File: src/rtl/id_ex_stage.sv
// =============================================================================
// id_ex_stage
// -----------------------------------------------------------------------------
// Decode-to-execute pipeline register of the 5-stage RV32I core.
//
// The register captures the ID-stage instruction on every advancing edge:
//   - both register-file read operands,
//   - the immediate,
//   - the PC,
//   - the opaque decoded-control bundle.
// It presents them to EX one cycle later.
//
// The stage also:
//   - detects load-use hazards against the instruction currently in EX,
//   - stalls IF/ID while EX applies back-pressure,
//   - inserts a bubble on a load-use hazard or on a branch/jump flush.
//
// Parameters
//   XLEN    datapath width (PC, operands, immediate)
//   CTRL_W  width of the decoded-control bundle
//
// Ports
//   clk, rst_n                 rising-edge clock, asynchronous active-low reset
//   id_valid                   ID holds a real instruction
//   id_pc, id_imm              PC and sign-extended immediate of the ID instruction
//   id_r1_idx, id_r2_idx       source register indices
//   id_use_rs1, id_use_rs2     instruction actually reads rs1 / rs2
//   id_reg1_data, id_reg2_data register-file read data (already WB-bypassed)
//   id_ctrl                    decoded control bundle
//   id_rd_idx, id_rd_wr        destination index and write enable
//   id_is_load                 instruction is a load
//   ex_ready                   EX accepts/retires its instruction this cycle
//   flush                      taken branch/jump in EX, kill the ID instruction
//   id_stall                   hold PC and IF/ID (combinational)
//   ex_*                       registered copies presented to EX
//
// Optional build macro
//   ID_EX_PERF_CNT_EN  when defined, adds two 32-bit wrapping counters:
//     perf_stall_cycles  cycles with id_stall=1
//     perf_bubbles       bubbles inserted by a hazard or a flush
// =============================================================================
module id_ex_stage #(
   parameter int XLEN   = 32,
   parameter int CTRL_W = 16
) (
   input  logic              clk,
   input  logic              rst_n,
   // ID-stage instruction
   input  logic              id_valid,
   input  logic [XLEN-1:0]   id_pc,
   input  logic [4:0]        id_r1_idx,
   input  logic [4:0]        id_r2_idx,
   input  logic              id_use_rs1,
   input  logic              id_use_rs2,
   input  logic [XLEN-1:0]   id_reg1_data,
   input  logic [XLEN-1:0]   id_reg2_data,
   input  logic [XLEN-1:0]   id_imm,
   input  logic [CTRL_W-1:0] id_ctrl,
   input  logic [4:0]        id_rd_idx,
   input  logic              id_rd_wr,
   input  logic              id_is_load,
   // pipeline control
   input  logic              ex_ready,
   input  logic              flush,
   output logic              id_stall,
   // EX-stage view
   output logic              ex_valid,
   output logic [XLEN-1:0]   ex_pc,
   output logic [XLEN-1:0]   ex_rs1_data,
   output logic [XLEN-1:0]   ex_rs2_data,
   output logic [XLEN-1:0]   ex_imm,
   output logic [4:0]        ex_r1_idx,
   output logic [4:0]        ex_r2_idx,
   output logic [4:0]        ex_rd_idx,
   output logic [CTRL_W-1:0] ex_ctrl,
   output logic              ex_rd_wr,
   output logic              ex_is_load
`ifdef ID_EX_PERF_CNT_EN
   ,
   output logic [31:0]       perf_stall_cycles,
   output logic [31:0]       perf_bubbles
`endif
);

   // ------------------------------------------------------------------------
   // Pipeline state
   // ------------------------------------------------------------------------
   logic              ex_valid_q,   ex_valid_d;
   logic [XLEN-1:0]   ex_pc_q,      ex_pc_d;
   logic [XLEN-1:0]   ex_rs1_q,     ex_rs1_d;
   logic [XLEN-1:0]   ex_rs2_q,     ex_rs2_d;
   logic [XLEN-1:0]   ex_imm_q,     ex_imm_d;
   logic [4:0]        ex_r1_idx_q,  ex_r1_idx_d;
   logic [4:0]        ex_r2_idx_q,  ex_r2_idx_d;
   logic [4:0]        ex_rd_idx_q,  ex_rd_idx_d;
   logic [CTRL_W-1:0] ex_ctrl_q,    ex_ctrl_d;
   logic              ex_rd_wr_q,   ex_rd_wr_d;
   logic              ex_is_load_q, ex_is_load_d;

   // ------------------------------------------------------------------------
   // Hazard detection
   // ------------------------------------------------------------------------
   logic ex_load_pending;  // EX holds a load that will write a non-x0 register
   logic rs1_dep;
   logic rs2_dep;
   logic hazard;
   logic bubble;           // this edge inserts a bubble (flush or hazard)
   logic advance;          // this edge moves the ID instruction into EX

   always_comb begin
      ex_load_pending = ex_valid_q & ex_is_load_q & ex_rd_wr_q &
                        (ex_rd_idx_q != 5'd0);
      rs1_dep         = id_use_rs1 & (id_r1_idx == ex_rd_idx_q);
      rs2_dep         = id_use_rs2 & (id_r2_idx == ex_rd_idx_q);
      hazard          = ex_load_pending & id_valid & (rs1_dep | rs2_dep);

      // Flush wins over everything.
      // A stalled EX or a hazard freezes ID.
      // Reset is folded in so that IF/ID is never held while the core is
      // in reset, even though ex_ready may be low then.
      id_stall = rst_n & ~flush & (hazard | ~ex_ready);

      bubble  = flush | (ex_ready & hazard);
      advance = ~flush & ex_ready & ~hazard;
   end

   // ------------------------------------------------------------------------
   // Next-state
   //
   // Priority: flush, then back-pressure hold, then hazard bubble, then
   // advance.
   //
   // On a bubble only the three qualifying bits are cleared. The data
   // fields keep their previous value to avoid needless toggling, since
   // they are don't-care while ex_valid is low.
   // ------------------------------------------------------------------------
   always_comb begin
      ex_valid_d   = ex_valid_q;
      ex_pc_d      = ex_pc_q;
      ex_rs1_d     = ex_rs1_q;
      ex_rs2_d     = ex_rs2_q;
      ex_imm_d     = ex_imm_q;
      ex_r1_idx_d  = ex_r1_idx_q;
      ex_r2_idx_d  = ex_r2_idx_q;
      ex_rd_idx_d  = ex_rd_idx_q;
      ex_ctrl_d    = ex_ctrl_q;
      ex_rd_wr_d   = ex_rd_wr_q;
      ex_is_load_d = ex_is_load_q;

      if (bubble) begin
         ex_valid_d   = 1'b0;
         ex_rd_wr_d   = 1'b0;
         ex_is_load_d = 1'b0;
      end else if (advance) begin
         ex_valid_d   = id_valid;
         ex_pc_d      = id_pc;
         ex_rs1_d     = id_reg1_data;
         ex_rs2_d     = id_reg2_data;
         ex_imm_d     = id_imm;
         ex_r1_idx_d  = id_r1_idx;
         ex_r2_idx_d  = id_r2_idx;
         ex_rd_idx_d  = id_rd_idx;
         ex_ctrl_d    = id_ctrl;
         // A non-instruction must never write back or look like a load to
         // the next hazard check.
         ex_rd_wr_d   = id_rd_wr & id_valid;
         ex_is_load_d = id_is_load & id_valid;
      end
      // Otherwise EX is back-pressured: everything holds.
   end

   always_ff @(posedge clk or negedge rst_n) begin
      if (!rst_n) begin
         ex_valid_q   <= 1'b0;
         ex_pc_q      <= '0;
         ex_rs1_q     <= '0;
         ex_rs2_q     <= '0;
         ex_imm_q     <= '0;
         ex_r1_idx_q  <= '0;
         ex_r2_idx_q  <= '0;
         ex_rd_idx_q  <= '0;
         ex_ctrl_q    <= '0;
         ex_rd_wr_q   <= 1'b0;
         ex_is_load_q <= 1'b0;
      end else begin
         ex_valid_q   <= ex_valid_d;
         ex_pc_q      <= ex_pc_d;
         ex_rs1_q     <= ex_rs1_d;
         ex_rs2_q     <= ex_rs2_d;
         ex_imm_q     <= ex_imm_d;
         ex_r1_idx_q  <= ex_r1_idx_d;
         ex_r2_idx_q  <= ex_r2_idx_d;
         ex_rd_idx_q  <= ex_rd_idx_d;
         ex_ctrl_q    <= ex_ctrl_d;
         ex_rd_wr_q   <= ex_rd_wr_d;
         ex_is_load_q <= ex_is_load_d;
      end
   end

   // ------------------------------------------------------------------------
   // Outputs
   // ------------------------------------------------------------------------
   assign ex_valid    = ex_valid_q;
   assign ex_pc       = ex_pc_q;
   assign ex_rs1_data = ex_rs1_q;
   assign ex_rs2_data = ex_rs2_q;
   assign ex_imm      = ex_imm_q;
   assign ex_r1_idx   = ex_r1_idx_q;
   assign ex_r2_idx   = ex_r2_idx_q;
   assign ex_rd_idx   = ex_rd_idx_q;
   assign ex_ctrl     = ex_ctrl_q;
   // Already cleared by every bubble; the extra gate keeps the invariant
   // explicit for downstream write-back logic.
   assign ex_rd_wr    = ex_rd_wr_q & ex_valid_q;
   assign ex_is_load  = ex_is_load_q & ex_valid_q;

`ifdef ID_EX_PERF_CNT_EN
   // ------------------------------------------------------------------------
   // Performance counters (free-running, wrap at 2^32)
   // ------------------------------------------------------------------------
   logic [31:0] stall_cnt_q,  stall_cnt_d;
   logic [31:0] bubble_cnt_q, bubble_cnt_d;

   always_comb begin
      stall_cnt_d  = stall_cnt_q  + 32'(id_stall);
      bubble_cnt_d = bubble_cnt_q + 32'(bubble);
   end

   always_ff @(posedge clk or negedge rst_n) begin
      if (!rst_n) begin
         stall_cnt_q  <= '0;
         bubble_cnt_q <= '0;
      end else begin
         stall_cnt_q  <= stall_cnt_d;
         bubble_cnt_q <= bubble_cnt_d;
      end
   end

   assign perf_stall_cycles = stall_cnt_q;
   assign perf_bubbles      = bubble_cnt_q;
`endif

endmodule
File: config.mk
export PLATFORM = sky130hd
export DESIGN_NAME = id_ex_stage
export DESIGN_NICKNAME = d
export VERILOG_FILES = /design/src/rtl/id_ex_stage.sv
export SDC_FILE = /design/constraint.sdc
export NUM_CORES = 1
export LEC_CHECK = 0
export BUFFER_PORTS_ARGS = -buffer_cell sky130_fd_sc_hd__buf_4
export CAP_MARGIN = 40
export CORE_AREA = 2 2 128 130
export DETAILED_ROUTE_END_ITERATION = 10
export DIE_AREA = 0 0 130 132
export PLACE_DENSITY = 0.72
export SKIP_LAST_GASP = 1
export SLEW_MARGIN = 20
export SYNTH_ARGS = -nofsm -noshare
export SYNTH_HDL_FRONTEND = slang
export SYNTH_SLANG_ARGS = --single-unit
File: constraint.sdc
create_clock -name clk -period 4.3 [get_ports clk]
set_input_delay 0.43 -clock clk [delete_from_list [all_inputs] [get_ports clk]]
set_output_delay 0.43 -clock clk [all_outputs]
set_load 0.01 [all_outputs]
==> results.cfg <==
[outcome]
status = finished, final reports clean

[finish]
layout_commonest_cell = buf_4
multiInputGateArea_mm2 = 0.00201
antenna_cells = 0
num-fill-cells = 1292
nNetsFinal = 876
drive_gt1_share_pct = 58.9
syn2layout_area_growth_pct = 53.3
mostFrequentLayoutCells = buf_4 (332), dfrtp_1 (162), mux2_1 (101), mux2_2 (58), clkbuf_16 (17)
area.sequential_mm2 = 0.00405

[power_and_ir_drop]
p_sw_uw = 1070
power_frac_seq_pct = 43.6
power.leakage_uw = 0.00454
clkPwrFrac_pct = 35.4
powerDensity_mw_per_mm2 = 449
swShare_pct = 25.0
intPower_uw = 3220
combPwrFrac_pct = 21.0
peakVddDrop_v = 0.000273

[global_route]
grt_pass1_vias = 4716
grt-ovfl-total = 0
grt_pass1_wl_mm = 24.1
antenna_found_initial = 0
globalRouteTotalUtil_pct = 18.1
grt_start_max_net_pins = 86

[clock_network]
clk_latency_ns = 0.41
clock_path_buffers = 2
path_clk_slew_ns = 0.06
htreeDepth = 4
cts_num_sinks = 162
cts_tree = built
root_buffer = clkbuf_16
numCtsBuffers = 17
cts_resized = 0

[yosys]
ys_types = 20
synth-seq-cells = 162
synth-compound-area-share_pct = 1.11
yosys.area_share.adder_pct = 0
synth.yosys.seq_area_share_pct = 65.1
yosys_warnings = 0
synth.avg_cell_area_um2 = 16.9
syn_inst = 368
syn_area_mm2 = 0.00623
synth_top_family_by_area = multiplexers
synthSimpleGateAreaFrac_pct = 1.08
synthesis.nets = 536
synth_mux_area_share_pct = 28.8
synthXorXnorAreaFrac_pct = 1.41

[min_path]
whs_path_depth = 2
worstHoldPathType = in -> reg

[timing]
layout_setup_ws_ns = 1.57
worst_pin_slew_ns = 0.453
hold_viol = 0
timing.setup.tns_ns = 0
finalCritPeriodShare_pct = 63.5
rsz0062_at_grt = false
setup_viol = 0
period_needed_ns = 2.73
fin_worst_skew_ns = 0.00655
final_max_slew_viol_count = 0
relSlewSlack_pct = 69.8
fmax_mhz = 366

[placement]
hpwl_mm = 12.0
portBuffers = 330
routabilityCongestion = 0.798
pre_cts_slack_ns = 1.58

[critical_path]
r2r_cells = 6
worstPathMaxFanout = 45
cp-end-kind = register
cp-start-kind = register
crit_type = reg -> reg
arrival_ns = 3.02
crit_required_ns = 4.58

[route]
num_vias = 4323
viasPerCell = 4.61
route.detailed.drc = 0
drtIter0Drc = 121
dr.pass1.iters = 3
wl_per_cell_um = 16.6
drt-total-wl_mm = 15.6
ant_nets = 0

[floorplan]
num_io_pins = 331
core_region_area_mm2 = 0.0157
die-area_mm2 = 0.0172
fp-row-count = 46
die_x_um = 130
start_util_pct = 39.6
die_h_um = 132

[flow_run]
cap_violations = 0
==> through the flow <==
stage	power (uW)	utilization (%)	instances	hold slack, ns	instance area [um^2]
6_report	4290	60.8	937	0.234	9550
5_1_grt	4500	60.8	937	0.215	9550
4_1_cts	4350	60.8	937	0.215	9550
3_5_place_dp	2820	56.9	904	0.256	8940
3_3_place_gp	2770	56.4	901	0.250	8860
2_1_floorplan	2230	-	368	0.134	6230
==> logic make-up (layout without fill, tap and decap cells) <==
family	after synthesis	after routing
mux	159	159
flops	162	162
xor+xnor	10	10
simple gates	12	12
buf+inv	17	370
compound gates	8	8
==> layout make-up <==
cell class | instances | area share, %
clock inverter | 7 | 1.01
timing repair buffer | 338 | 27.3
clock buffer | 25 | 5.29
multi-input combinational | 189 | 21.1
sequential | 162 | 42.5
tap | 216 | 2.83
==> sequential cells by signal, indices dropped and copies added, names as in the netlist <==
register,flops
ex_r1_idx,5
ex_ctrl,16
ex_is_load_q,1
ex_rd_wr_q,1
ex_rd_idx,5
ex_rs2_data,32
ex_rs1_data,32
ex_valid,1
ex_r2_idx,5
ex_pc,32
ex_imm,32
==> worst paths after layout <==
kind / startpoint / end / slack (ns)
max: ex_rd_idx[0]$_DFFE_PN0P_ / ex_rs2_data[30]$_DFFE_PN0P_ / 1.57
min: id_reg2_data[20] / ex_rs2_data[20]$_DFFE_PN0P_ / 0.23
max reg2reg: ex_rd_idx[0]$_DFFE_PN0P_ / ex_rs2_data[30]$_DFFE_PN0P_ / 1.57
min reg2reg: ex_rs2_data[12]$_DFFE_PN0P_ / ex_rs2_data[12]$_DFFE_PN0P_ / 0.49
max in group asynchronous: rst_n / ex_imm[23]$_DFFE_PN0P_ / 3.05
min in group asynchronous: rst_n / ex_rs2_data[31]$_DFFE_PN0P_ / 0.40
==> power groups by stage <==
| stage | registers, uW | clock network (uW) | logic [uW] |
|---|---|---|---|
| final | 1870 | 1520 | 902 |
| after global routing | 1900 | 1630 | 972 |
| after CTS | 1870 | 1560 | 920 |
| after detailed placement | 1900 | 0 | 919 |
| after global placement | 1880 | 0 | 888 |
| after floorplan | 1990 | 0 | 238 |
==> metal layers <==
layer / global-route usage [%] / vias up / part of all wire, %
met5: 0 / - / 0
met4: 7.83 / 0 / 2.6
met3: 6.21 / 25 / 9.0
met2: 32.0 / 206 / 52
met1: 19.4 / 2107 / 37
li1: - / 1985 / -
==> cell usage after synthesis <==
cell      instances  area share (%)
a21o_1            1            0.12
a21oi_1           2            0.16
a21oi_4           1            0.26
a22o_1            2            0.28
and2_1            2            0.20
buf_2             4            0.32
buf_4             2            0.24
buf_6            11             2.0
dfrtp_1         162              65
mux2_1          101              18
mux2_2           58              10
nand2_1           3            0.18
nand2b_1          2            0.20
nand3b_1          1            0.12
nand4_1           2            0.20
nor2_1            1           0.060
o2111a_1          1            0.18
o22ai_1           1            0.10
or4_1             1            0.12
xnor2_1          10             1.4
==> critical path, cell delays in order (launching register included) <==
cell and delay [ns]:
dfrtp_1 0.43, or4_1 0.57, o2111a_1 0.31, a21oi_4 0.20
buf_4 0.39, buf_12 0.30, mux2_1 0.37
==> timing repair <==
item,in CTS,in global routing
hold buffers,1,0
buffers inserted,0,0
endpoints found under the hold margin,12,0
endpoints found under the setup margin,0,0
Power figures use the tool's default switching activity.
